<file path="src/rtl/branch_resolve_ctrl_pkg.sv">
// Shared types and constants for the branch resolve controller.
// Counter helper lives here so the BHT and any future users agree on it.
package branch_resolve_ctrl_pkg;

    typedef enum logic [0:0] {
        S_IDLE,
        S_REDIRECT
    } bru_state_t;

    typedef logic [1:0] bht_cnt_t;

    localparam bht_cnt_t BHT_WEAK_NT = 2'b01;
    localparam int       PC_STEP     = 4;

    function automatic bht_cnt_t bht_next(bht_cnt_t c, logic taken);
        bht_cnt_t n;
        n = c;
        if (taken) begin
            if (c != 2'b11) n = c + 2'b01;
        end else begin
            if (c != 2'b00) n = c - 2'b01;
        end
        return n;
    endfunction

endpackage

</file>
<file path="src/rtl/branch_resolve_ctrl_if.sv">
// Redirect handshake between the branch resolve controller and fetch.
// master = resolve controller, slave = fetch.
interface branch_resolve_ctrl_if #(
    parameter int XLEN = 32
);

    logic            o_redirect_valid;
    logic [XLEN-1:0] o_redirect_pc;
    logic            i_redirect_ready;

    modport master (
        output o_redirect_valid,
        output o_redirect_pc,
        input  i_redirect_ready
    );

    modport slave (
        input  o_redirect_valid,
        input  o_redirect_pc,
        output i_redirect_ready
    );

endinterface

</file>
<file path="src/rtl/branch_resolve_ctrl_bht_2bit.sv">
// Branch history table of 2-bit saturating counters.
// Lookup is combinational and sees the pre-update value on a same-index write.
module bht_2bit
    import branch_resolve_ctrl_pkg::*;
#(
    parameter int XLEN    = 32,
    parameter int ENTRIES = 64,
    parameter int IDX_LSB = 2
) (
    input  logic            i_clk,
    input  logic            i_rst,
    input  logic [XLEN-1:0] i_rd_pc,
    output logic            o_rd_taken,
    input  logic            i_wr_en,
    input  logic [XLEN-1:0] i_wr_pc,
    input  logic            i_wr_taken
);

    localparam int IW = $clog2(ENTRIES);

    bht_cnt_t        cnt_q [ENTRIES];
    logic [IW-1:0]   rd_idx;
    logic [IW-1:0]   wr_idx;
    logic            unused_pc;

    assign rd_idx     = i_rd_pc[IDX_LSB +: IW];
    assign wr_idx     = i_wr_pc[IDX_LSB +: IW];
    assign o_rd_taken = cnt_q[rd_idx][1];
    assign unused_pc  = ^{i_rd_pc, i_wr_pc};

    always_ff @(posedge i_clk or posedge i_rst) begin
        if (i_rst) begin
            for (int i = 0; i < ENTRIES; i++) begin
                cnt_q[i] <= BHT_WEAK_NT;
            end
        end else if (i_wr_en) begin
            cnt_q[wr_idx] <= bht_next(cnt_q[wr_idx], i_wr_taken);
        end
    end

endmodule

</file>
<file path="src/rtl/branch_resolve_ctrl.sv">
// Branch resolution at EX: mispredict detection, fetch redirect, BHT update.
// Define BRANCH_STATS_EN to build the resolved/mispredict counters.
module branch_resolve_ctrl
    import branch_resolve_ctrl_pkg::*;
#(
    parameter int XLEN        = 32,
    parameter int BHT_ENTRIES = 64,
    parameter int BHT_IDX_LSB = 2,
    parameter int STAT_W      = 32
) (
    input  logic                  i_clk,
    input  logic                  i_rst,
    input  logic [XLEN-1:0]       i_if_pc,
    output logic                  o_if_pred_taken,
    input  logic                  i_ex_valid,
    input  logic                  i_ex_is_jump,
    input  logic                  i_cmp_branch,
    input  logic [XLEN-1:0]       i_ex_pc,
    input  logic [XLEN-1:0]       i_ex_target,
    input  logic [XLEN-1:0]       i_ex_pred_pc,
    branch_resolve_ctrl_if.master redir,
    output logic                  o_flush,
    output logic                  o_stall,
    output logic [STAT_W-1:0]     o_stat_branches,
    output logic [STAT_W-1:0]     o_stat_mispred
);

    bru_state_t      state_q;
    logic            valid_q;
    logic [XLEN-1:0] pc_q;
    logic            flush_q;
    logic            stall_q;

    logic            taken;
    logic [XLEN-1:0] next_pc;
    logic            mispred;
    logic            resolve;

    assign taken   = i_ex_is_jump | i_cmp_branch;
    assign next_pc = taken ? i_ex_target
                           : i_ex_pc + XLEN'(PC_STEP);
    assign mispred = next_pc != i_ex_pred_pc;
    // EX is frozen while a redirect is outstanding.
    assign resolve = i_ex_valid && (state_q == S_IDLE);

    bht_2bit #(
        .XLEN    (XLEN),
        .ENTRIES (BHT_ENTRIES),
        .IDX_LSB (BHT_IDX_LSB)
    ) u_bht (
        .i_clk      (i_clk),
        .i_rst      (i_rst),
        .i_rd_pc    (i_if_pc),
        .o_rd_taken (o_if_pred_taken),
        .i_wr_en    (resolve && !i_ex_is_jump),
        .i_wr_pc    (i_ex_pc),
        .i_wr_taken (i_cmp_branch)
    );

    always_ff @(posedge i_clk or posedge i_rst) begin
        if (i_rst) begin
            state_q <= S_IDLE;
            valid_q <= 1'b0;
            pc_q    <= '0;
            flush_q <= 1'b0;
            stall_q <= 1'b0;
        end else begin
            unique case (state_q)
                S_IDLE: begin
                    flush_q <= 1'b0;
                    if (resolve && mispred) begin
                        state_q <= S_REDIRECT;
                        valid_q <= 1'b1;
                        pc_q    <= next_pc;
                        flush_q <= 1'b1;
                        stall_q <= 1'b1;
                    end
                end
                S_REDIRECT: begin
                    flush_q <= 1'b0;
                    if (redir.i_redirect_ready) begin
                        state_q <= S_IDLE;
                        valid_q <= 1'b0;
                        stall_q <= 1'b0;
                    end
                end
                default: begin
                    state_q <= S_IDLE;
                end
            endcase
        end
    end

    assign redir.o_redirect_valid = valid_q;
    assign redir.o_redirect_pc    = pc_q;
    assign o_flush                = flush_q;
    assign o_stall                = stall_q;

`ifdef BRANCH_STATS_EN
    logic [STAT_W-1:0] br_q;
    logic [STAT_W-1:0] mp_q;

    always_ff @(posedge i_clk or posedge i_rst) begin
        if (i_rst) begin
            br_q <= '0;
            mp_q <= '0;
        end else if (resolve) begin
            if (br_q != '1) br_q <= br_q + 1'b1;
            if (mispred && mp_q != '1) mp_q <= mp_q + 1'b1;
        end
    end

    assign o_stat_branches = br_q;
    assign o_stat_mispred  = mp_q;
`else
    assign o_stat_branches = '0;
    assign o_stat_mispred  = '0;
`endif

endmodule

</file>
<file path="src/flat_wrapper.sv">
// flat-port wrapper written by rule: the top's interface ports become plain ports
module branch_resolve_ctrl_flat import branch_resolve_ctrl_pkg::*;
#(
    parameter int XLEN        = 32,
    parameter int BHT_ENTRIES = 64,
    parameter int BHT_IDX_LSB = 2,
    parameter int STAT_W      = 32
)
  (i_clk, i_rst, i_if_pc, o_if_pred_taken, i_ex_valid, i_ex_is_jump, i_cmp_branch, i_ex_pc, i_ex_target, i_ex_pred_pc, o_flush, o_stall, o_stat_branches, o_stat_mispred, redir_o_redirect_valid, redir_o_redirect_pc, redir_i_redirect_ready);
  branch_resolve_ctrl_if #(.XLEN(XLEN)) redir_i ();
  input  logic i_clk;
  input  logic i_rst;
  input  logic [XLEN-1:0] i_if_pc;
  output logic o_if_pred_taken;
  input  logic i_ex_valid;
  input  logic i_ex_is_jump;
  input  logic i_cmp_branch;
  input  logic [XLEN-1:0] i_ex_pc;
  input  logic [XLEN-1:0] i_ex_target;
  input  logic [XLEN-1:0] i_ex_pred_pc;
  output logic o_flush;
  output logic o_stall;
  output logic [STAT_W-1:0] o_stat_branches;
  output logic [STAT_W-1:0] o_stat_mispred;
  output wire logic [$bits(redir_i.o_redirect_valid)-1:0] redir_o_redirect_valid;
  output wire logic [$bits(redir_i.o_redirect_pc)-1:0] redir_o_redirect_pc;
  input wire logic [$bits(redir_i.i_redirect_ready)-1:0] redir_i_redirect_ready;
  assign redir_o_redirect_valid = redir_i.o_redirect_valid;
  assign redir_o_redirect_pc = redir_i.o_redirect_pc;
  assign redir_i.i_redirect_ready = redir_i_redirect_ready;
  branch_resolve_ctrl #(.XLEN(XLEN), .BHT_ENTRIES(BHT_ENTRIES), .BHT_IDX_LSB(BHT_IDX_LSB), .STAT_W(STAT_W)) u_core (.i_clk(i_clk), .i_rst(i_rst), .i_if_pc(i_if_pc), .o_if_pred_taken(o_if_pred_taken), .i_ex_valid(i_ex_valid), .i_ex_is_jump(i_ex_is_jump), .i_cmp_branch(i_cmp_branch), .i_ex_pc(i_ex_pc), .i_ex_target(i_ex_target), .i_ex_pred_pc(i_ex_pred_pc), .redir(redir_i), .o_flush(o_flush), .o_stall(o_stall), .o_stat_branches(o_stat_branches), .o_stat_mispred(o_stat_mispred));
endmodule
</file>
<file path="config.mk">
export PLATFORM = sky130hd
export DESIGN_NAME = branch_resolve_ctrl_flat
export DESIGN_NICKNAME = d
export VERILOG_FILES = /design/src/rtl/branch_resolve_ctrl_pkg.sv /design/src/rtl/branch_resolve_ctrl_if.sv /design/src/rtl/branch_resolve_ctrl_bht_2bit.sv /design/src/rtl/branch_resolve_ctrl.sv /design/src/flat_wrapper.sv
export SDC_FILE = /design/constraint.sdc
export NUM_CORES = 1
export LEC_CHECK = 0
export ABC_AREA = 1
export BUFFER_PORTS_ARGS = -buffer_cell sky130_fd_sc_hd__buf_2
export CORE_ASPECT_RATIO = 1.2
export CORE_MARGIN = 4
export CORE_UTILIZATION = 46
export DETAILED_ROUTE_END_ITERATION = 8
export GPL_ROUTABILITY_DRIVEN = 0
export GPL_TIMING_DRIVEN = 0
export PLACE_DENSITY = 0.69
export SYNTH_ARGS = -nofsm -noshare
export SYNTH_HDL_FRONTEND = slang
export SYNTH_SLANG_ARGS = --single-unit
</file>
<file path="constraint.sdc">
create_clock -name i_clk -period 10.82 [get_ports i_clk]
set_input_delay 1.082 -clock i_clk [delete_from_list [all_inputs] [get_ports i_clk]]
set_output_delay 1.082 -clock i_clk [all_outputs]
set_load 0.05 [all_outputs]
</file>
# [Yosys cells after proc, flatten, opt, wreduce, memory -nomap -nowiden]
# Index checks and enable logic that the tools add are counted.
[word_totals] regBits=163 latch_bits=0 mem_bits_rw=0 mem_bits_ro=0 inputBits=134 output_inout_bits=100 elab_cells=111 mem_count=0
[op_classes] addsub=3 n_mul=0 div=0 n_lt_le_gt_ge=3 eq_ne=4 shift=0 n_mux=21 bitwise=4 n_reduce_logical=8
[ops] cell="128-bit bitwise mux" n=1
[ops] cell="32-bit by 3-bit adder with 32-bit output (second input constant)" n=1
[ops] cell="32-bit two-way mux" n=1
[ops] cell="32-bit != test" n=1
[ops] cell="2-bit binary-select mux with 6-bit select" n=2
[ops] cell="2-bit two-way mux" n=9
[ops] cell="7-bit >= comparator (second input constant)" n=2
[ops] cell="6-bit inverter with 7-bit output" n=2
[ops] cell="2-bit demux with 6-bit select" n=1
[ops] cell="7-bit by 1-bit less-than comparator with 1-bit output (second input constant)" n=1
[ops] cell="2-bit != test (second input constant)" n=3
[ops] cell="1-bit one-hot mux with 2 select lines" n=3
[ops] cell="1-bit logical AND" n=4
[ops] cell="1-bit two-way mux" n=4
[ops] cell="2-bit AND reduction" n=2
[ops] cell="2-bit by 1-bit adder with 2-bit output (second input constant)" n=1
[ops] cell="2-bit nonzero test" n=1
[ops] cell="2-bit by 1-bit subtractor with 2-bit output (second input constant)" n=1
[ops] cell="1-bit logical NOT" n=1
[ops] cell="1-bit inverter" n=1
[ops] cell="1-bit bitwise OR" n=1

# [Depth between registers and ports, before layout]
# Gate-level depths: netlist of the first run.
[logic_depth] word_depth=9 depth_mapped=20 ltp_nobuf=19

# [Cells and area by module]
# From an unflattened synthesis of the first run, not the netlist that was laid out.
[hier_totals] hier_cells=1866 hier_area_um2=11680.0
[by_module_without_submodules] mod="bht_2bit" n_inst=1 cells_each=1195 area_each_um2=7748.7 seq_area_each_um2=3283.1
[by_module_without_submodules] mod="branch_resolve_ctrl" n_inst=1 cells_each=671 area_each_um2=3931.3 seq_area_each_um2=875.8

# [Least setup slack after synthesis of the first run]
# OpenSTA, ideal clock, no wires.
[synth_path] kind="input-to-output" from="in i_if_pc[2]" to="out o_if_pred_taken" t_arrival_ns=3.137 required_time_ns=9.738 setup_slack_ns=6.601 cell_stages=8 path_buffers=1 path_cell_list="inv_1 clkbuf_1 nor2_1 o22ai_1 nor2_1 o311ai_0 nand2_1 o21ai_0"
[synth_via] elab_chain_len=4
[synth_rtl] item="start, declared" line="flat_wrapper.sv:13" source="input logic [XLEN-1:0] i_if_pc;"
[synth_rtl] item="6-bit inverter with 7-bit output (not written as such)" line="branch_resolve_ctrl_bht_2bit.sv:28" source="assign o_rd_taken = cnt_q[rd_idx][1];"
[synth_rtl] item="2-bit binary-select mux with 6-bit select" line="branch_resolve_ctrl_bht_2bit.sv:28"
[synth_rtl] item="2-bit two-way mux (not written as such) (2 in series)" line="branch_resolve_ctrl_bht_2bit.sv:28"
[synth_rtl] item="end, declared" line="flat_wrapper.sv:14" source="output logic o_if_pred_taken;"
# No other way between the ends. The select of a mux whose other input is x is not followed.

# [Worst setup path after layout of the first run]
[layout_path] from="in i_if_pc[3]" to="out o_if_pred_taken"
# The elaborated chain is that of the path after synthesis.

==> impl_results.md, run 1 <==
- Initial antenna violation count: 2
- Gate Count Post-Synth: 1686
- Number of core rows: 61
- Max-cap violations: 0
- Worst setup EP type: primary output
- CP max-delay cell: clkbuf_1
- Root Driver: clkbuf_16
- Post-synthesis sequential area ratio: 37.7%
- Core ar.: 0.0234 sq mm
- Clock Tree Buf Depth: 2
- Synth Warn #: 0
- WP buf/inv: 4
- Final hold violation count: 0
- Slew Viols, Final: 0
- CTS Buf Count: 17
- PostCTS Resize Cnt: 0
- Tot Pwr: approximately 1.8 mW
- Worst skew pair latency: around 0.44 ns
- Kind of critical path: input port to primary output
- Post-placement cell area: around 0.012 sq mm
- Clock Skew: slightly above 0.01 ns
- First-pass GRT wire length: ~58000 um
- Rel. slew slack: a little under two fifths
- Worst vdd ir: between 100 and 150 uV
- Final net count: a little over 2000
- Cell family with the largest share of critical-path delay: buffers and inverters
- IO Count: 234
- CTS Hold Buffers Added: 0
- Buffers on Ports: between 100 and 150
- CTS tree: built
- Fmax: around 0.23 GHz
- Critical path data required time: roughly 9.7 ns
- Vias in the first global route: 10942
- DR iter-0 viols: 1166
- Worst-path cell chain: buf_2 -> inv_1 -> clkbuf_1 -> o21ai_0 -> o22ai_1 -> o21bai_1 -> o311ai_0 -> nand2_1 -> o21ai_0 -> buf_2
- #FFs+latches synth: 163
- Top post-synthesis cells by area: nand2_1, dfrtp_1, dfstp_2, nand3_1, inv_1
- Via-per-instance ratio: about 5.2
- Setup TNS: 0 ns
- Vias post-DR: roughly 12000
- Hold WC Path Type: flop to flop
- Yosys top cell area share: between 20% and 30%
- Number of enable flip-flop cells after synthesis: 0
- DRC Markers: 0
- Clock slew seen by the registers of the worst setup and hold paths: around 0.07 ns
- Period Utilization, post-route: ~41%
- Layout area overhead: 17.8%
- Worst slew pin tran: about 0.93 ns
- Total track usage: between 20% and 30%
- Setup-failing EPs final: 0
- DP HPWL: around 28000 um
- LEAKAGE: between 6 and 7 nW
- Fill count: approximately 2300
- Final ANT Viol Nets: 0
- Cell area after layout: 0.0130 sq mm
- Synthesized cell area: roughly 0.011 sq mm
- Initial Util: about 47%
- Async SR Flop Fraction: 100%
- H-tree depth: 4
- Slowest stage delay, CP: 0.48 ns
- Mean Syn Cell Area: about 6.5 sq um
- Die Y-Extent: roughly 180 um
- Drt wl/cell: 16.8 um
- RSZ-0062 raised after global routing: no
- Core Util, Final: between 50% and 60%
- Share of layout cells above drive strength 1: 19.9%
- Min cycle time layout: approximately 4.4 ns
- Routed WL: ~38000 um
- Pin count of the biggest net entering global routing: around 120
- Die width: ~150 um
- Remaining global-route overflow: 0
- Crit path DAT: roughly 3.4 ns
- Cell taking the most area after synthesis: nand2_1
- Total iterations of the first detailed-routing run: 8
- Distinct cell type count after synthesis: between 40 and 50
- Clk sinks: between 150 and 200
- CP Max Fanout: 10
- Power per cell area: between 100 and 150 mW/mm^2
- CP Launch Type: input port
- DIE AREA: 0.0265 sq mm
- Number of post-CTS setup repair buffers: 0
- Top_reg_cell synth: dfrtp_1
- Status: complete, no violations
final cells by class:
cell class                 instances  area [sq um]  share of cell area, %
inverter                         176           668                   5.14
clock inverter                    14           165                   1.27
timing repair buffer             139           718                   5.53
tap                              315           394                   3.03
multi-input combinational       1281          5620                   43.2
buffer                           129           830                   6.38
sequential                       163          4160                   32.0
clock buffer                      18           439                   3.38
antenna                            2          5.00                 0.0385
metal layers:
metal  up-vias  GRT usage (%)  wire [um]
met5         -              0          0
met4         0           12.6       1440
met3       108           5.39       3780
met2       631           46.7      17600
met1      5313           34.6      14800
li1       5650              -          -
worst paths after layout:
check                                              from                      end  slack, ns  cells past startpoint
worst max-delay path                         i_if_pc[3]          o_if_pred_taken       6.39                     10
worst min-delay path            u_core.u_bht.cnt_q[116]  u_core.u_bht.cnt_q[116]       0.47                      2
worst max register to register  u_core.u_bht.cnt_q[120]   u_core.u_bht.cnt_q[28]       8.57                      9
worst min register to register  u_core.u_bht.cnt_q[116]  u_core.u_bht.cnt_q[116]       0.47                      2
max in group asynchronous                         i_rst   u_core.u_bht.cnt_q[35]       9.28                      3
min in group asynchronous                         i_rst   u_core.u_bht.cnt_q[21]       0.63                      2
synth_stat cells, types with 5 or more instances:
cell type / count
xor2_1: 5
o2111ai_1: 6
a22oi_1: 11
buf_2: 27
o22ai_1: 12
a21oi_1: 16
inv_1: 165
nand4_1: 14
nand3b_1: 11
o21ai_1: 6
nor2_2: 5
a22o_1: 6
o21ai_0: 50
nand3_1: 153
buf_4: 76
clkbuf_1: 22
dfstp_2: 64
nor3_1: 50
o21bai_1: 5
dfrtp_1: 99
nand2_1: 699
nor2_1: 121
or2_2: 14
inv_2: 8
stage by stage:
| step | hold WS, ns | cells | worst slack (ns) |
|---|---|---|---|
| floorplan | 0.446 | 1749 | 5.44 |
| global placement | 0.449 | 2202 | 3.46 |
| detailed placement | 0.453 | 2203 | 6.47 |
| CTS | 0.469 | 2235 | 6.46 |
| global route | 0.475 | 2237 | 6.33 |
| finish | 0.466 | 2237 | 6.39 |
sequential cells by signal, summed over array words and instances, names as in the netlist:
| name | cells |
|---|---|
| u_core.state_q | 1 |
| u_core.o_flush | 1 |
| u_core.u_bht.cnt_q | 128 |
| u_core.redir.o_redirect_valid | 1 |
| u_core.redir.o_redirect_pc | 32 |
kinds of logic after synthesis:
kind of cell               Yosys count  share of synthesized area, %
xor gates and xnor gates             9                         0.715
buffers and inverters              305                          13.5
DFF                                163                          37.7
other                                1                        0.0340
AOI/OAI and AO/OA                  126                          7.02
adders and majority gates            1                         0.113
and+or+nand+nor                   1081                          40.9
tightest hold or removal path: cells and delay by family, from the launching register on:
family | cells | cell delay (ns)
flip-flops | 1 | 0.37
AND/OR/NAND/NOR | 2 | 0.09
layout by cell type (no fill, tap or decap), types with 6 or more instances in the layout:
cell and count:
nand3b_1 11, conb_1 64, a22o_1 6, or2_2 14, a21oi_1 16, nand3_1 153
o21ai_0 50, inv_2 8, nor2_1 121, buf_4 76, nor3_1 50, o2111ai_1 6
clkbuf_1 22, a22oi_1 11, o21ai_1 6, buf_2 165, nand2_1 699, nand4_1 14
inv_6 6, clkbuf_16 17, o22ai_1 12, dfstp_2 64, dfrtp_1 99, inv_1 164
power breakdown:
| part | total, mW | internal, mW | switching [mW] |
|---|---|---|---|
| clock | 0.637 | 0.355 | 0.282 |
| combinational | 0.445 | 0.114 | 0.331 |
| sequential | 0.687 | 0.663 | 0.0242 |
| total | 1.77 | 1.13 | 0.637 |
Note: power is estimated with default switching activity, not from simulation.
==> run 2: changes to the inputs <==
Settings changed: PLACE_DENSITY 0.69 to 0.72.
Clock period 10.82 ns to 4 ns, I/O delays scaled along.
==> run 2 against run 1 <==
Via count increased by 0.55%. Total power increased to 2.7 times the previous value. Setup slack got worse by 5.5 ns. Largest power group unchanged. Sequential power increased to 2.7 times the previous value. Die area unchanged. Worst hold slack got worse by 0.39 ns.
==> impl_results.md, run 2 (synthesis gave the netlist of run 1 again) <==
- CP max-delay cell: o31ai_1 (was clkbuf_1)
- Die width: 149 um (unchanged)
- Pin count of the biggest net entering global routing: 41 (was 121)
- CTS Buf Count: 17 (unchanged)
- Switching power: 1.79 mW (was 0.637 mW)
- Min cycle time layout: about 3 ns
- Status: complete, no violations (unchanged)
- Sequential power share: 39.2% (was 38.8%)
- Initial Util: 47.2% (unchanged)
- Buffers on Ports: 138 (unchanged)
- Clock Skew: 0.0133 ns (was 0.0101 ns)
- Die Y-Extent: 178 um (unchanged)
- Worst setup EP type: flop (was primary output)
- Power per cell area: 363 mW/mm^2 (was 136 mW/mm^2)
- Max Used Layer: met4 (unchanged)
- H-tree depth: 4 (unchanged)
- First-pass GRT wire length: 57600 um (was 57700 um)
- Total track usage: 27.7% (was 27.8%)
- Rel. slew slack: 41.8% (was 37.8%)
- DIE AREA: 0.0265 sq mm (unchanged)
- Hold WC Path Type: input port to async pin (was flop to flop)
- Worst vdd ir: 315 uV (was 112 uV)
- R2R depth: 9 (unchanged)
- DRC Markers: 0 (unchanged)
- Critical path data required time: 4.39 ns (was 9.74 ns)
- Internal power: 2.95 mW (was 1.13 mW)
- DR WL met3: 4050 um (was 3780 um)
- RR Endpoint: u_core.u_bht.cnt_q[80] (was u_core.u_bht.cnt_q[28])
- Setup-failing EPs final: 0 (unchanged)
- Max-cap violations: 0 (unchanged)
- Clk sinks: 163 (unchanged)
- Via-per-instance ratio: 5.25 (was 5.23)
- Most frequent cells in the layout: nand2_1, buf_2, inv_1 (unchanged)
- Fill count: 2283 (was 2347)
- Number of post-CTS setup repair buffers: 0 (unchanged)
- RSZ-0062 raised after global routing: no (unchanged)
- Crit path DAT: 3.45 ns (was 3.35 ns)
- Final net count: 2045 (was 2042)
- Routed WL: 37600 um (was 37700 um)
- PostCTS Resize Cnt: 0 (unchanged)
- Worst-path cell chain: buf_2 -> buf_4 -> inv_2 -> nand3_1 -> inv_2 -> buf_2 -> o2bb2ai_1 -> o31ai_1 -> nand4_1 -> nor2_1 -> nand2_1 -> nand2_2 -> buf_4 -> nand2_1 -> nand2_1 (was buf_2 -> inv_1 -> clkbuf_1 -> o21ai_0 -> o22ai_1 -> o21bai_1 -> o311ai_0 -> nand2_1 -> o21ai_0 -> buf_2)
- Number of core rows: 61 (unchanged)
- Fmax: 0.326 GHz
- Vias in the first global route: 10796 (was 10942)
- M1 wire length: 14500 um (was 14800 um)
- Drt wl/cell: 16.8 um (about the same)
- Root Driver: clkbuf_16 (unchanged)
- IO Count: 234 (unchanged)
- Layout area overhead: 18.2% (was 17.8%)
- Most flop-heavy register: u_core.u_bht.cnt_q (unchanged)
- Clock slew seen by the registers of the worst setup and hold paths: 0.08 ns (was 0.07 ns)
- CP Max Fanout: 10 (unchanged)
- Worst skew pair latency: 0.45 ns (was 0.44 ns)
- Share of layout cells above drive strength 1: 20.0% (was 19.9%)
- Slew Viols, Final: 0 (unchanged)
- Crit path top cell by count: nand2_1
- Switching share of power: 37.8% (was 36.0%)
- Setup TNS: 0 ns (unchanged)
- Slowest stage delay, CP: 0.44 ns (was 0.48 ns)
- Final hold violation count: 0 (unchanged)
- Tot Pwr: 4.74 mW (was 1.77 mW)
- Most common cell after layout, fill and taps aside: nand2_1 (unchanged)
- R2R Setup Slk: 1.79 ns (was 8.57 ns)
- CP Launch Type: input port (unchanged)
- Period Utilization, post-route: around 77%
- CTS tree: built (unchanged)
- Comb pwr share: 25.5% (was 25.2%)
- Total iterations of the first detailed-routing run: 8 (unchanged)
- Vias post-DR: 11766 (was 11702)
- Remaining global-route overflow: 0 (unchanged)
- Final ANT Viol Nets: 0 (unchanged)
- Kind of critical path: input port to flop (was input port to primary output)
- Clock Tree Buf Depth: 2 (unchanged)
- RR Startpoint: u_core.u_bht.cnt_q[120] (unchanged)
- DP HPWL: 28100 um (was 27900 um)
- Initial antenna violation count: 4 (was 2)
- Core ar.: 0.0234 sq mm (unchanged)
- Max FFs per register: 128 (unchanged)
- Worst slew pin tran: 0.870 ns (was 0.930 ns)
- Met2 WL: 17400 um (was 17600 um)
- LEAKAGE: 6.81 nW (about the same)
- DR iter-0 viols: 1268 (was 1166)
- CTS Hold Buffers Added: 0 (unchanged)
- Clock power frac: 35.3% (was 36.0%)
## run 2: cell count changes in the layout (fill, tap and decap cells not counted), moves of 3 or more
cell / change
diode_2: +3
buf_12: +4
clkinv_8: +3
inv_8: +3
inv_6: -5
## run 2: worst max-delay path by stage
stage / startpoint / to / slack, ns
floorplan: i_if_pc[2] / o_if_pred_taken / 1.14
global placement: i_rst / u_core.u_bht.cnt_q[105] / 0.53
detailed placement: i_ex_pc[2] / u_core.u_bht.cnt_q[80] / 0.51
CTS: i_ex_pc[2] / u_core.u_bht.cnt_q[80] / 0.91
global route: i_if_pc[3] / o_if_pred_taken / 0.73
finish: i_ex_pc[2] / u_core.u_bht.cnt_q[80] / 0.94
## run 2: power groups by stage
stage | clock (mW) | combinational (mW) | sequential (mW)
floorplan | 0 | 0.611 | 2.14
CTS | 1.67 | 1.20 | 1.86
global route | 1.75 | 1.30 | 1.87
detailed placement | 0 | 1.19 | 1.88
global placement | 0 | 1.18 | 1.88
finish | 1.67 | 1.21 | 1.86
## run 2: metal layers
layer  up-vias  global-route usage (%)
li1       5636                       -
met1      5318                    34.4
met2       678                    45.6
met3       134                    6.74
met4         0                    13.0
met5         -                       0
## run 2: metrics by stage
stage | instances | hold slack (ns) | setup slack (ns) | cell area (sq um) | utilization (%)
finish | 2243 | 0.0776 | 0.936 | 13000 | 55.8
global route | 2242 | 0.128 | 0.734 | 13000 | 55.8
CTS | 2238 | 0.0948 | 0.909 | 13000 | 55.8
detailed placement | 2206 | 0.453 | 0.513 | 12400 | 53.2
global placement | 2202 | 0.449 | 0.529 | 12400 | 52.9
floorplan | 1749 | 0.446 | 1.14 | 11300 | -
## run 2: final cells by class
type / count / area, sq um / area share, %
Buffer: 129 / 830 / 6.36
Inverter: 176 / 664 / 5.10
Clock buffer: 17 / 425 / 3.26
Sequential cell: 163 / 4160 / 31.9
Tap cell: 315 / 394 / 3.02
Multi-Input combinational cell: 1281 / 5620 / 43.1
Clock inverter: 15 / 166 / 1.28
Antenna cell: 5 / 12.5 / 0.0960
Timing Repair Buffer: 142 / 771 / 5.91
## run 2: worst max-delay path: cells and delay by family
kind,cells,cell delay [ns]
buffers and inverters,6,1.11
AOI/OAI and AO/OA,2,0.61
and+or+nand+nor,7,1.32
